[config.mk]
export PLATFORM = sky130hd
export DESIGN_NAME = icache
export DESIGN_NICKNAME = d
export VERILOG_FILES = /design/src/rtl/icache_pkg.sv /design/src/rtl/icache_array.sv /design/src/rtl/icache.sv
export SDC_FILE = /design/constraint.sdc
export NUM_CORES = 2
export LEC_CHECK = 0
export ABC_CLOCK_PERIOD_IN_PS = 4750
export BUFFER_PORTS_ARGS = -buffer_cell sky130_fd_sc_hd__buf_2
export CAP_MARGIN = 20
export CORE_ASPECT_RATIO = 1.5
export CORE_MARGIN = 5
export CORE_UTILIZATION = 58
export CTS_CLUSTER_SIZE = 10
export DETAILED_ROUTE_END_ITERATION = 8
export PLACE_DENSITY = 0.73
export SKIP_LAST_GASP = 1
export SLEW_MARGIN = 20
export SYNTH_ARGS = -nofsm -noshare
export SYNTH_HDL_FRONTEND = slang
export SYNTH_HIERARCHICAL = 1
export SYNTH_SLANG_ARGS = --single-unit
export TNS_END_PERCENT = 30
[constraint.sdc]
create_clock -name clk -period 4.75 [get_ports clk]
set_input_delay 0.7125 -clock clk [delete_from_list [all_inputs] [get_ports clk]]
set_output_delay 0.7125 -clock clk [all_outputs]
set_load 0.05 [all_outputs]
[src/rtl/icache_pkg.sv]
// Shared widths and constants for the instruction cache slice.
package icache_pkg;

    localparam int unsigned ADDR_LEN = 32;
    localparam int unsigned REG_LEN  = 32;

    localparam logic TRUE    = 1'b1;
    localparam logic FALSE   = 1'b0;
    localparam logic ENABLE  = 1'b1;
    localparam logic DISABLE = 1'b0;

    localparam logic [REG_LEN-1:0] ZERO_WORD = 32'h0000_0000;

    typedef logic [ADDR_LEN-1:0] addr_t;
    typedef logic [REG_LEN-1:0]  word_t;

endpackage

[src/rtl/icache_array.sv]
// Direct-mapped line storage: valid/tag/data, combinational read, synchronous write.
module icache_array
    import icache_pkg::*;
#(
    parameter  int unsigned INDEX_BITS = 6,
    localparam int unsigned TAG_BITS   = ADDR_LEN - INDEX_BITS - 2,
    localparam int unsigned DEPTH      = 1 << INDEX_BITS
) (
    input  logic                  clk,
    input  logic                  rst,
    input  logic                  rdy,
    input  logic [INDEX_BITS-1:0] rd_index,
    output logic                  rd_valid_c,
    output logic [TAG_BITS-1:0]   rd_tag_c,
    output word_t                 rd_data_c,
    input  logic                  wr_en,
    input  logic [INDEX_BITS-1:0] wr_index,
    input  logic [TAG_BITS-1:0]   wr_tag,
    input  word_t                 wr_data
);

    logic [DEPTH-1:0]    valid;
    logic [TAG_BITS-1:0] tags [DEPTH];
    word_t               data [DEPTH];

    // Only the valid bits are reset; tag/data are qualified by them.
    always_ff @(posedge clk) begin
        if (!rst) begin
            valid <= '0;
        end else if (rdy && wr_en) begin
            valid[wr_index] <= TRUE;
        end
    end

    always_ff @(posedge clk) begin
        if (rst && rdy && wr_en) begin
            tags[wr_index] <= wr_tag;
            data[wr_index] <= wr_data;
        end
    end

    assign rd_valid_c = valid[rd_index];
    assign rd_tag_c   = tags[rd_index];
    assign rd_data_c  = data[rd_index];

endmodule

[src/rtl/icache.sv]
// Direct-mapped one-word-line instruction cache between IF and MemCtrl.
module icache
    import icache_pkg::*;
#(
    parameter int unsigned INDEX_BITS = 6
) (
    input  logic  clk,
    input  logic  rst,
    input  logic  rdy,
    input  logic  if_req_i,
    input  addr_t if_pc_i,
    input  logic  if_jump_i,
    output logic  inst_valid_o,
    output word_t inst_o,
    output logic  busy_o,
    output logic  mem_req_o,
    output addr_t mem_pc_o,
    output logic  mem_jump_o,
    input  logic  mem_inst_ready_i,
    input  word_t mem_inst_i
);

    localparam int unsigned TAG_BITS = ADDR_LEN - INDEX_BITS - 2;

    typedef enum logic {
        IDLE = 1'b0,
        MISS = 1'b1
    } state_t;

    state_t state, state_n;
    addr_t  miss_pc, miss_pc_n;
    logic   inst_valid_n, busy_n, mem_req_n, mem_jump_n;
    word_t  inst_n;
    addr_t  mem_pc_n;

    logic                rd_valid_c;
    logic [TAG_BITS-1:0] rd_tag_c;
    word_t               rd_data_c;
    logic                hit_c;
    logic                wr_en_c;

    icache_array #(.INDEX_BITS(INDEX_BITS)) u_array (
        .clk        (clk),
        .rst        (rst),
        .rdy        (rdy),
        .rd_index   (if_pc_i[INDEX_BITS+1:2]),
        .rd_valid_c (rd_valid_c),
        .rd_tag_c   (rd_tag_c),
        .rd_data_c  (rd_data_c),
        .wr_en      (wr_en_c),
        .wr_index   (miss_pc[INDEX_BITS+1:2]),
        .wr_tag     (miss_pc[ADDR_LEN-1:INDEX_BITS+2]),
        .wr_data    (mem_inst_i)
    );

    assign hit_c = rd_valid_c && (rd_tag_c == if_pc_i[ADDR_LEN-1:INDEX_BITS+2]);

    // State and registered outputs; rdy low freezes everything except reset.
    always_ff @(posedge clk) begin
        if (!rst) begin
            state        <= IDLE;
            miss_pc      <= ZERO_WORD;
            inst_valid_o <= DISABLE;
            inst_o       <= ZERO_WORD;
            busy_o       <= DISABLE;
            mem_req_o    <= DISABLE;
            mem_pc_o     <= ZERO_WORD;
            mem_jump_o   <= DISABLE;
        end else if (rdy) begin
            state        <= state_n;
            miss_pc      <= miss_pc_n;
            inst_valid_o <= inst_valid_n;
            inst_o       <= inst_n;
            busy_o       <= busy_n;
            mem_req_o    <= mem_req_n;
            mem_pc_o     <= mem_pc_n;
            mem_jump_o   <= mem_jump_n;
        end
    end

    // Next state / next outputs; a redirect overrides everything but a landing fill.
    always_comb begin
        state_n      = state;
        miss_pc_n    = miss_pc;
        inst_valid_n = DISABLE;
        inst_n       = inst_o;
        busy_n       = DISABLE;
        mem_req_n    = DISABLE;
        mem_pc_n     = mem_pc_o;
        mem_jump_n   = DISABLE;
        wr_en_c      = DISABLE;

        if (if_jump_i) begin
            state_n    = IDLE;
            mem_jump_n = ENABLE;
            wr_en_c    = (state == MISS) && mem_inst_ready_i;
        end else begin
            case (state)
                IDLE: begin
                    if (if_req_i) begin
                        if (hit_c) begin
                            inst_valid_n = ENABLE;
                            inst_n       = rd_data_c;
                        end else begin
                            state_n   = MISS;
                            miss_pc_n = if_pc_i;
                            mem_req_n = ENABLE;
                            mem_pc_n  = if_pc_i;
                            busy_n    = ENABLE;
                        end
                    end
                end
                MISS: begin
                    if (mem_inst_ready_i) begin
                        state_n      = IDLE;
                        wr_en_c      = ENABLE;
                        inst_valid_n = ENABLE;
                        inst_n       = mem_inst_i;
                    end else begin
                        mem_req_n = ENABLE;
                        mem_pc_n  = miss_pc;
                        busy_n    = ENABLE;
                    end
                end
                default: state_n = IDLE;
            endcase
        end
    end

endmodule

==> results.md <==
- Cell leakage power: 54.5 nW
- Critical path fanouts, max: 32
- Hold-fix buffers at CTS: 0
- Startpoint of the worst hold path: if_jump_i
- Synthesized net count: a little under 7000
- Via count: ~77000
- Final setup viols: 0
- DP Wirelength: ~220 mm
- WP data arrival: 4620 ps
- Boundary Pins: between 100 and 150
- Remaining DRCs: 0
- # rows: ~220
- Post-synth cell types: 55
- GR Util met3: under 10%
- Chip Width: 416 um
- Worst hold stages: 3
- Synth Warn #: 6
- Final nets: 7270
- Status: finished clean
- CP max stage delay: a little over 500 ps
- Clock skew: ~76 ps
- Met2 Use GR: 53.1%
- DRT antenna net count: 0
- RePlAce Congestion: 0.857
- Post-CTS sizing: 0
- Hold Path Class: primary input to register
- Post-Route WL: about 430 mm
- CTS tree: yes
- CTS sink count: between 3000 and 4000
- CTS buffer count: 417
- Fin Setup TNS: 0 ps
- R2r worst-path depth: 12
- Crit-path most repeated cell: buf_4
- WP data required: between 5000 and 6000 ps
- Power, Total: 67.6 mW
- Tightest Pin Transition: about 1200 ps
- DRT iter0 DRCs: around 12000
- Gr ovfl total: 0
- Setup slack after layout: approximately 900 ps
- Layout cells sized above 1: a little over a quarter
- Clock buffer depth: 4
- Area contributors post-synth: edfxtp_1 (75%), mux4_2 (13%), dfxtp_1 (2.3%), mux2i_1 (1.5%), nand2_1 (0.79%)
- Vias per cell: between 7 and 8
- DR pass1 iterations: 6
- Initial Utilization: between 50 and 60%
- Fmax: between 200 and 300 MHz
- Final hold vios: 0
- P per Cell Area: 417 nW/um^2
- Sequential share of the synthesized area: between 70 and 80%
- Root Buffer: clkbuf_16
- Worst Path Class, Setup: primary input to register
- VDD IR-drop max: 0.296 mV
- Die area: around 260000 sq um
- Clock transition at the registers of the reported paths: approximately 60 ps
- Slew Viols, Final: 0
- Area fraction of the dominant cell type after synthesis: around three quarters
- Final Non-Filler Cells: ~11000
- Mapped Avg Cell Area: between 20 and 25 sq um
- Main synth FF type: edfxtp_1
- Initial antenna violation count: 14
- Routed WL per cell: just over 40 um
- RSZ-0062 raised after global routing: no
- Part of the cycle the worst path needs: 81.5%
- Post-CTS Setup Repair Bufs: 0
- Fin util: between 60% and 70%
- Grt peak-use layer: met2
- Reg2reg end: inst_o[9]
- Startpoint Class: primary input
- Slowest stage cell, crit path: buf_4
- PortBufs: 137
- Syn Inst Count: 6708
- Most frequent cells after synthesis: edfxtp_1 (3584), mux4_2 (851), nand2_1 (301)
- H-tree depth: 5
- Most common cell in the netlist: edfxtp_1
- Post-synth EDFFs: 3584
- RR Startpoint: u_array/tags[2][8]
- Core Area: 246000 sq um
- Placed Cells: around 10000
- Syn-to-layout area delta: 13.1%
- Hold worst-path end: mem_jump_o
- Synthesis-stage register bit count: between 3000 and 4000
- Worst slack, placed: 30.5 ps
- Setup crit start: if_pc_i[3]
- Largest net degree at the start of global routing: 186
- Vias in the first global route: 77800
- Crit path cell chain: buf_8 > buf_4 > mux4_2 > a22oi_1 > nand4_1 > and3_1 > buf_4 > xor2_1 > nor3_4 > or3b_1 > buf_4 > o211ai_1 > a31oi_1
- Met1 GRT Util: between 40% and 50%
- First-pass GRT wire length: between 500 and 600 mm
- CP Capture Type: register
- Flop-to-flop setup slack: roughly 1100 ps
- Worst slew margin relative to its limit: a little under a fifth
- Mapped cell area: about 140000 sq um
- Die H: between 600 and 700 um
- Max-cap check violation count: 0
- FFs w/ async S/R, synth: 0%
- GRT Resource Usage Total: ~33%
- Worst skew pair latency: slightly above 900 ps
- Area leader, netlist: edfxtp_1
- Minimum clock period after layout: 3870 ps
## area by class of cell
cell class | instances | area, sq um
antenna | 9 | 22.5
clock buffer | 591 | 11300
clock inverter | 14 | 208
fill | 15200 | 83800
inverter | 6 | 22.5
multi-input combinational | 2538 | 30900
sequential | 3747 | 111000
tap | 3262 | 4080
timing repair buffer | 490 | 4760
## cell usage in the layout (no fill, tap or decap), types with 30 or more instances in the layout
master     synthesis  final
and3_1            63     63
dfxtp_1          163    139
edfxtp_1        3584   3584
o22ai_1          108    108
o211ai_1          64     64
buf_12             0    108
nand3_1          102    102
buf_2            133    127
mux2i_1          211    211
a21o_1            65     65
a211oi_1          30     30
clkbuf_1         188    162
mux2_2            42     42
mux4_2           851    851
nand4_1          135    135
clkbuf_16          0    428
or2_2             36     36
o221ai_1          97     97
nor2_4             0     68
a31oi_1           46     46
nand2_1          301    297
a22oi_1          129    129
buf_4             33    250
## per-layer routing
layer / vias up / share of wire (%)
met5: - / 0.012
met2: 6577 / 48
met1: 40100 / 31
met3: 1597 / 13
li1: 29200 / -
met4: 8 / 7.4
## power breakdown
part / internal (mW) / total [mW] / switching (mW) / leakage [nW]
registers: 36.1 / 36.2 / 0.122 / 36.1
logic: 1.10 / 2.98 / 1.88 / 12.8
clock network: 16.3 / 28.4 / 12.1 / 5.57
total: 53.5 / 67.6 / 14.1 / 54.5
## kinds of logic (layout without fill, tap and decap cells)
group	count (synthesis)	in the layout	share of synthesized area, %
xor gates and xnor gates	24	24	0.147
other	0	9	0
DFF	3747	3747	77.3
AOI/OAI and AO/OA	608	608	3.10
buffers and inverters	423	1101	1.55
and+or+nand+nor	802	802	2.75
muxes	1104	1104	15.2
## sequential cells by signal (all words and copies together) (netlist names)
register	cells
inst_valid_o	1
u_array/valid	64
mem_pc_o	32
miss_pc	32
mem_jump_o	1
state	1
u_array/data	2048
u_array/tags	1536
inst_o	32
## through the flow
stage / area (sq um) / hold WS [ps]
floorplan: 143000 / 421
global placement: 151000 / 427
detailed placement: 151000 / 436
CTS: 162000 / 42.7
global route: 162000 / 95.5
finish: 162000 / 78.3
## worst max-delay path by stage
stage,end,slack [ps]
after floorplan,u_array/data[31][0],470
after global placement,miss_pc[14],80
after detailed placement,miss_pc[18],30
after CTS,miss_pc[18],1010
after global routing,miss_pc[24],900
final,miss_pc[24],880
## worst max-delay path: cells and delay by family
| kind | cells | cell delay [ps] |
|---|---|---|
| and+or+nand+nor | 4 | 1380 |
| buffers and inverters | 4 | 1220 |
| AOI/OAI and AO/OA | 3 | 610 |
| muxes | 1 | 390 |
| xor gates and xnor gates | 1 | 160 |
No activity file was read; power rests on OpenSTA's default activity.
